$ cat config.mk
export PLATFORM = sky130hd
export DESIGN_NAME = hidden_activation_pwl
export DESIGN_NICKNAME = d
export VERILOG_FILES = /design/src/rtl/nn_fixed_pkg.sv /design/src/rtl/pwl_sigmoid_core.sv /design/src/rtl/hidden_activation_pwl.sv
export SDC_FILE = /design/constraint.sdc
export NUM_CORES = 1
export LEC_CHECK = 0
export CORE_MARGIN = 1
export CORE_UTILIZATION = 24
export CTS_CLUSTER_SIZE = 14
export DETAILED_ROUTE_END_ITERATION = 6
export GPL_TIMING_DRIVEN = 0
export PLACE_DENSITY = 0.4
export SKIP_CTS_REPAIR_TIMING = 1
export SLEW_MARGIN = 20
export SYNTH_ARGS = -nofsm -noshare
export SYNTH_HDL_FRONTEND = slang
export SYNTH_SLANG_ARGS = --single-unit
$ cat constraint.sdc
create_clock -name clk -period 3.85 [get_ports clk]
set_clock_uncertainty 0.15 [all_clocks]
set_input_delay 0.385 -clock clk [delete_from_list [all_inputs] [get_ports clk]]
set_output_delay 0.385 -clock clk [all_outputs]
set_load 0.01 [all_outputs]
$ cat src/rtl/nn_fixed_pkg.sv
// Shared fixed-point definitions for the neuron activation stage:
// default word format, Q-scaled PLAN sigmoid constants and FSM states.
package nn_fixed_pkg;

    localparam int DEF_N = 16;
    localparam int DEF_Q = 13;

    // (num / 2**den_log2) expressed with q fractional bits
    function automatic int q_scale(input int num, input int den_log2, input int q);
        return (num << q) >>> den_log2;
    endfunction

    localparam int ONE      = q_scale(1, 0, DEF_Q);   // 1.0
    localparam int HALF     = q_scale(1, 1, DEF_Q);   // 0.5
    localparam int C_0625   = q_scale(5, 3, DEF_Q);   // 0.625
    localparam int C_084375 = q_scale(27, 5, DEF_Q);  // 0.84375
    localparam int BP_1     = q_scale(1, 0, DEF_Q);   // 1.0
    localparam int BP_2375  = q_scale(19, 3, DEF_Q);  // 2.375
    localparam int BP_5     = q_scale(5, 0, DEF_Q);   // 5.0

    typedef enum logic [1:0] {
        IDLE = 2'd0,
        RUN  = 2'd1,
        HOLD = 2'd2
    } act_state_e;

endpackage

$ cat src/rtl/pwl_sigmoid_core.sv
// Combinational PLAN sigmoid for one element: takes sign and |x|,
// returns y in [0, 1.0]. Arithmetic is done in 32 bits so breakpoints
// that exceed the N-bit range (e.g. 5.0 at Q=13) compare without wrapping.
module pwl_sigmoid_core
    import nn_fixed_pkg::*;
#(
    parameter int N = DEF_N,
    parameter int Q = DEF_Q
) (
    input  logic [N-1:0] mag,
    input  logic         neg,
    output logic [N-1:0] y
);

    localparam int C_ONE   = (Q == DEF_Q) ? ONE      : q_scale(1, 0, Q);
    localparam int C_HALF  = (Q == DEF_Q) ? HALF     : q_scale(1, 1, Q);
    localparam int C_A     = (Q == DEF_Q) ? C_0625   : q_scale(5, 3, Q);
    localparam int C_B     = (Q == DEF_Q) ? C_084375 : q_scale(27, 5, Q);
    localparam int C_BP1   = (Q == DEF_Q) ? BP_1     : q_scale(1, 0, Q);
    localparam int C_BP2   = (Q == DEF_Q) ? BP_2375  : q_scale(19, 3, Q);
    localparam int C_BP5   = (Q == DEF_Q) ? BP_5     : q_scale(5, 0, Q);

    int a;
    int y_pos;
    int y_full;

    // Segment select on |x|, then mirror around 0.5 for negative inputs
    always_comb begin
        a = int'(mag);
        y_pos = C_ONE;
        if (a >= C_BP5) begin
            y_pos = C_ONE;
        end else if (a >= C_BP2) begin
            y_pos = (a >>> 5) + C_B;
        end else if (a >= C_BP1) begin
            y_pos = (a >>> 3) + C_A;
        end else begin
            y_pos = (a >>> 2) + C_HALF;
        end
        y_full = neg ? (C_ONE - y_pos) : y_pos;
        y = y_full[N-1:0];
    end

endmodule

$ cat src/rtl/hidden_activation_pwl.sv
// Activation stage after the input->hidden layer. Captures a whole
// pre-activation vector, pushes one element per cycle through a 2-stage
// pipe (sign/|x| register, then activation and write-back) and holds the
// activated vector for the next layer.
//
// Handshakes: a transfer happens on a rising edge where valid & ready are
// both high. in_ready is high only in IDLE; out_valid is high only in HOLD
// and data_out does not change while out_valid is high.
module hidden_activation_pwl
    import nn_fixed_pkg::*;
#(
    parameter int N           = DEF_N,
    parameter int Q           = DEF_Q,
    parameter int NUM_NEURONS = 2,
    parameter int ACT_TYPE    = 0
) (
    input  logic                     clk,
    input  logic                     rst,
    input  logic                     in_valid,
    output logic                     in_ready,
    input  logic [N*NUM_NEURONS-1:0] data_in,
    output logic [N*NUM_NEURONS-1:0] data_out,
    output logic                     out_valid,
    input  logic                     out_ready,
    output logic                     busy,
    output logic [1:0]               state_dbg
);

    localparam int IDX_W = (NUM_NEURONS > 1) ? $clog2(NUM_NEURONS) : 1;
    localparam logic [IDX_W-1:0] LAST_IDX = IDX_W'(NUM_NEURONS - 1);

    act_state_e       state_q, state_d;
    logic [N-1:0]     in_r  [NUM_NEURONS];
    logic [N-1:0]     out_r [NUM_NEURONS];
    logic [IDX_W-1:0] idx, s1_idx;
    logic             issue_done;
    logic             s1_valid, s1_neg;
    logic [N-1:0]     s1_mag;
    logic [N-1:0]     x_sel, mag_c, sig_y, act_y;
    logic             capture, last_write;

    assign in_ready   = (state_q == IDLE);
    assign out_valid  = (state_q == HOLD);
    assign busy       = (state_q != IDLE);
    assign state_dbg  = state_q;
    assign capture    = in_valid && in_ready;
    assign last_write = s1_valid && (s1_idx == LAST_IDX);

    // State register
    always_ff @(posedge clk) begin
        if (rst) state_q <= IDLE;
        else     state_q <= state_d;
    end

    // Next-state: capture starts a run, last write-back ends it, accept frees it
    always_comb begin
        state_d = state_q;
        case (state_q)
            IDLE:    if (capture) state_d = RUN;
            RUN:     if (last_write) state_d = HOLD;
            HOLD:    if (out_ready) state_d = IDLE;
            default: state_d = IDLE;
        endcase
    end

    // Magnitude of the element being issued; the most negative value saturates
    always_comb begin
        x_sel = in_r[idx];
        mag_c = x_sel;
        if (x_sel[N-1]) begin
            if (x_sel == {1'b1, {(N-1){1'b0}}}) mag_c = {1'b0, {(N-1){1'b1}}};
            else                                mag_c = -x_sel;
        end
    end

    pwl_sigmoid_core #(.N(N), .Q(Q)) u_core (
        .mag (s1_mag),
        .neg (s1_neg),
        .y   (sig_y)
    );

    // ReLU reuses stage 1: a non-negative x equals its magnitude
    assign act_y = (ACT_TYPE == 1) ? (s1_neg ? '0 : s1_mag) : sig_y;

    // Input capture, issue counter and stage-1 pipe register
    always_ff @(posedge clk) begin
        if (rst) begin
            for (int i = 0; i < NUM_NEURONS; i++) in_r[i] <= '0;
            idx        <= '0;
            issue_done <= 1'b0;
            s1_valid   <= 1'b0;
            s1_idx     <= '0;
            s1_neg     <= 1'b0;
            s1_mag     <= '0;
        end else begin
            s1_valid <= 1'b0;
            if (capture) begin
                for (int i = 0; i < NUM_NEURONS; i++) in_r[i] <= data_in[i*N +: N];
                idx        <= '0;
                issue_done <= 1'b0;
            end else if (state_q == RUN && !issue_done) begin
                s1_valid <= 1'b1;
                s1_idx   <= idx;
                s1_neg   <= x_sel[N-1];
                s1_mag   <= mag_c;
                if (idx == LAST_IDX) issue_done <= 1'b1;
                else                 idx <= idx + 1'b1;
            end
        end
    end

    // Stage 2: write activated element back into the output vector
    always_ff @(posedge clk) begin
        if (rst) begin
            for (int i = 0; i < NUM_NEURONS; i++) out_r[i] <= '0;
        end else if (s1_valid && state_q == RUN) begin
            out_r[s1_idx] <= act_y;
        end
    end

    // Flatten output registers onto the vector port
    always_comb begin
        data_out = '0;
        for (int i = 0; i < NUM_NEURONS; i++) data_out[i*N +: N] = out_r[i];
    end

endmodule

==> Implementation_results.wiki <==
{| class="wikitable"
! Metric !! Value
|-
| Total Die Area || ~20000 µm²
|-
| Power Total || between 2000 and 2500 µW
|-
| Topmost layer with routed signal wires || met4
|-
| First-pass iteration count of the detailed router || 4
|-
| Most frequent cells in the layout || 71 x sky130_fd_sc_hd__clkdlybuf4s50_1, 65 x sky130_fd_sc_hd__nor2_1, 64 x sky130_fd_sc_hd__edfxtp_1, 36 x sky130_fd_sc_hd__and2_1, 28 x sky130_fd_sc_hd__nand2_1
|-
| Post-synth design cell area || 4680 µm²
|-
| Setup crit end kind || flop
|-
| Transition time at the pin with the least slew margin || around 860 ps
|-
| Input/output buffers || 71
|-
| Clk_lat worst skew || 350 ps
|-
| Number of buffers on the longest clock path || 2
|-
| Floorplan die width || around 140 µm
|-
| Met2 Routed Length || between 5000 and 6000 µm
|-
| Clk slew on worst S/H paths || around 70 ps
|-
| Fillcell total || between 1500 and 2000
|-
| DRC || 0
|-
| Slack of the critical path || between 200 and 250 ps
|-
| Worst slew margin || between 40% and 50%
|-
| Storage element area || roughly 2400 µm²
|-
| Multi-input logic area || 2110 µm²
|-
| Share of the clock period used by the worst path after layout || a little over nine tenths
|-
| Met1 layer wirelength in the final routing || about 5300 µm
|-
| Portion of synthesized cell area occupied by the leading cell type || 41.1%
|-
| Share of final-layout standard cells stronger than drive strength 1 || just over 8%
|-
| Initial DRC count || between 150 and 200
|-
| Cell at the root of the clock tree || sky130_fd_sc_hd__clkbuf_16
|-
| Number of top-level pins || 73
|-
| Number of buffers added by the clock tree synthesis step || 9
|-
| Syn-to-layout area delta || 28.9%
|-
| Sum of net half-perimeters after detailed placement || between 8000 and 9000 µm
|-
| Cells taking the most area after synthesis || sky130_fd_sc_hd__edfxtp_1 41%, sky130_fd_sc_hd__dfxtp_1 10%, sky130_fd_sc_hd__nor2_1 5.2%
|-
| Number of storage elements in the synthesis netlist || between 80 and 90
|-
| Synthesized netlist net count || 503
|-
| Residual antenna-violating net count after detailed routing || 0
|-
| Pwr Density || slightly above 400 nW/µm²
|-
| CP Max Fanout || 10
|-
| Clock tree from TritonCTS || yes
|-
| Most area-hungry cell type in the Yosys netlist || sky130_fd_sc_hd__edfxtp_1
|-
| Final slew viol count || 0
|-
| Result of the run || finished clean
|-
| Hold Violations, Final || 0
|-
| Clk sink count || 88
|-
| Routed wire per std cell || roughly 14 µm
|-
| Maximum resistive drop on vdd || 0.000207 V
|-
| Number of nets in the layout || roughly 590
|-
| Final critical path time including I/O delays and setup || roughly 3600 ps
|-
| Kind of path behind the tightest hold check || flop to flop
|-
| GR Util All Layers || 12.3%
|-
| Deepest level of the CTS H-tree || 3
|-
| Wire length of the first global-routing pass || ~19000 µm
|-
| Ratio of routed vias to standard cells || 4.40
|-
| Kind of start point of the critical path || flop
|-
| Chip height || between 100 and 150 µm
|-
| Critical Path RT || ~3800 ps
|-
| Leakage || 0.00215 µW
|-
| Yosys Warn Count || 0
|-
| Share of synthesized registers carrying an async set or reset || 0%
|-
| Maximum Capacitance Violations || 0
|-
| Core Region || 18900 µm²
|-
| Arrival @ worst endpoint || about 3600 ps
|-
| Overall routed net length || approximately 12000 µm
|-
| Register-to-register setup slack || about 240 ps
|-
| Overflow left after global routing || 0
|-
| Sequential cell area fraction in the yosys report || between 50% and 60%
|-
| Global placer's final weighted congestion || 0.844
|-
| Pin count of the biggest net entering global routing || 32
|-
| Antenna Diode Count || 0
|-
| Most common cell after layout, fill and taps aside || sky130_fd_sc_hd__clkdlybuf4s50_1
|-
| Minimum setup slack after placement || -346 ps
|-
| Number of antenna violations at the first check in global routing || 0
|-
| Post-synth EDFFs || 64
|-
| Primary FF master, synth || sky130_fd_sc_hd__edfxtp_1
|-
| Placement Rows || 50
|-
| Met3 Routed Length || approximately 370 µm
|-
| Vias in the first global route || about 3600
|-
| Final setup violation count || 0
|-
| Starting Density || 24.8%
|-
| Setup repair after global routing missed its margin || no
|-
| Worst hold-check slack || around 330 ps
|-
| Post-synthesis area per instance || 10.2 µm²
|-
| Synth Instances || between 400 and 500
|-
| Cell variety after synth || 56
|-
| Maximum achievable frequency || 277 MHz
|-
| Category of the critical setup timing path || flop to flop
|-
| Total number of vias || 3537
|}
[kinds of logic (layout without fill, tap and decap cells)]
| kind of cell | after synthesis | after routing | share of synthesized area [%] |
|---|---|---|---|
| flip-flops | 88 | 88 | 51.4 |
| buffers and inverters | 40 | 127 | 3.85 |
| adder cells (fa/ha/maj) | 10 | 10 | 2.68 |
| multiplexers | 18 | 18 | 4.01 |
| AND/OR/NAND/NOR | 188 | 188 | 19.9 |
| AO/OA/AOI/OAI | 90 | 90 | 13.9 |
| XOR/XNOR | 23 | 23 | 4.31 |
[metal layers]
layer	vias to the layer above	track usage [%]
li1	1797	-
met1	1649	14.6
met5	-	0
met3	21	3.27
met4	0	5.55
met2	70	20.7
[worst max-delay path: stages (launching register included)]
cell                       delay, ps
sky130_fd_sc_hd__dfxtp_1         440
sky130_fd_sc_hd__buf_2           320
sky130_fd_sc_hd__inv_1           140
sky130_fd_sc_hd__ha_1            250
sky130_fd_sc_hd__nor2b_1         140
sky130_fd_sc_hd__clkbuf_1        250
sky130_fd_sc_hd__and2_0          230
sky130_fd_sc_hd__o21a_1          230
sky130_fd_sc_hd__or3_1           390
sky130_fd_sc_hd__buf_6           140
sky130_fd_sc_hd__o41ai_2         370
sky130_fd_sc_hd__xnor2_1         220
sky130_fd_sc_hd__nor2_1           70
[synth_stat cells, types with 11 or more instances]
cell type	count
sky130_fd_sc_hd__nor2_1	65
sky130_fd_sc_hd__edfxtp_1	64
sky130_fd_sc_hd__and2_1	36
sky130_fd_sc_hd__nand2_1	28
sky130_fd_sc_hd__dfxtp_1	24
sky130_fd_sc_hd__clkbuf_1	21
sky130_fd_sc_hd__o21ai_0	20
sky130_fd_sc_hd__a21oi_1	17
sky130_fd_sc_hd__a211oi_1	15
sky130_fd_sc_hd__xnor2_1	13
sky130_fd_sc_hd__mux2i_1	12
sky130_fd_sc_hd__inv_1	11
[registers in the layout, indices dropped and copies added, names as in the netlist, named ones only]
signal and count:
idx 1, s1_valid 1, s1_mag 16, out_r 32, s1_idx 1, s1_neg 1
state_dbg 2, in_r 32, issue_done 1
[per-stage QoR]
step	util [%]	area [µm²]	setup TNS (ps)	instances
2_1_floorplan	-	4680	0	457
6_report	31.9	6030	0	804
3_5_place_dp	30.4	5740	-3610	789
5_1_grt	31.9	6030	0	804
3_3_place_gp	30.2	5710	-4090	788
4_1_cts	31.8	6010	-4340	805
[layout make-up]
class | instances | area share (%)
Sequential cell | 88 | 39.9
Clock inverter | 7 | 0.768
Timing Repair Buffer | 72 | 12.1
Buffer | 28 | 2.33
Clock buffer | 9 | 3.74
Inverter | 11 | 0.685
Tap cell | 260 | 5.40
Multi-Input combinational cell | 329 | 35.1
[report_power, final]
| group | switching, µW | leakage (µW) | internal [µW] |
|---|---|---|---|
| clock | 382 | 0.000129 | 436 |
| combinational | 292 | 0.00115 | 218 |
| sequential | 35.8 | 0.000874 | 1080 |
[worst paths after layout]
kind	startpoint	cells after the start	end
max reg2reg	s1_mag[15]	12	out_r[1][7]
min	s1_mag[1]	2	s1_mag[1]
max	s1_mag[15]	12	out_r[1][7]
min reg2reg	s1_mag[1]	2	s1_mag[1]
(Power assumes the default switching activity.)
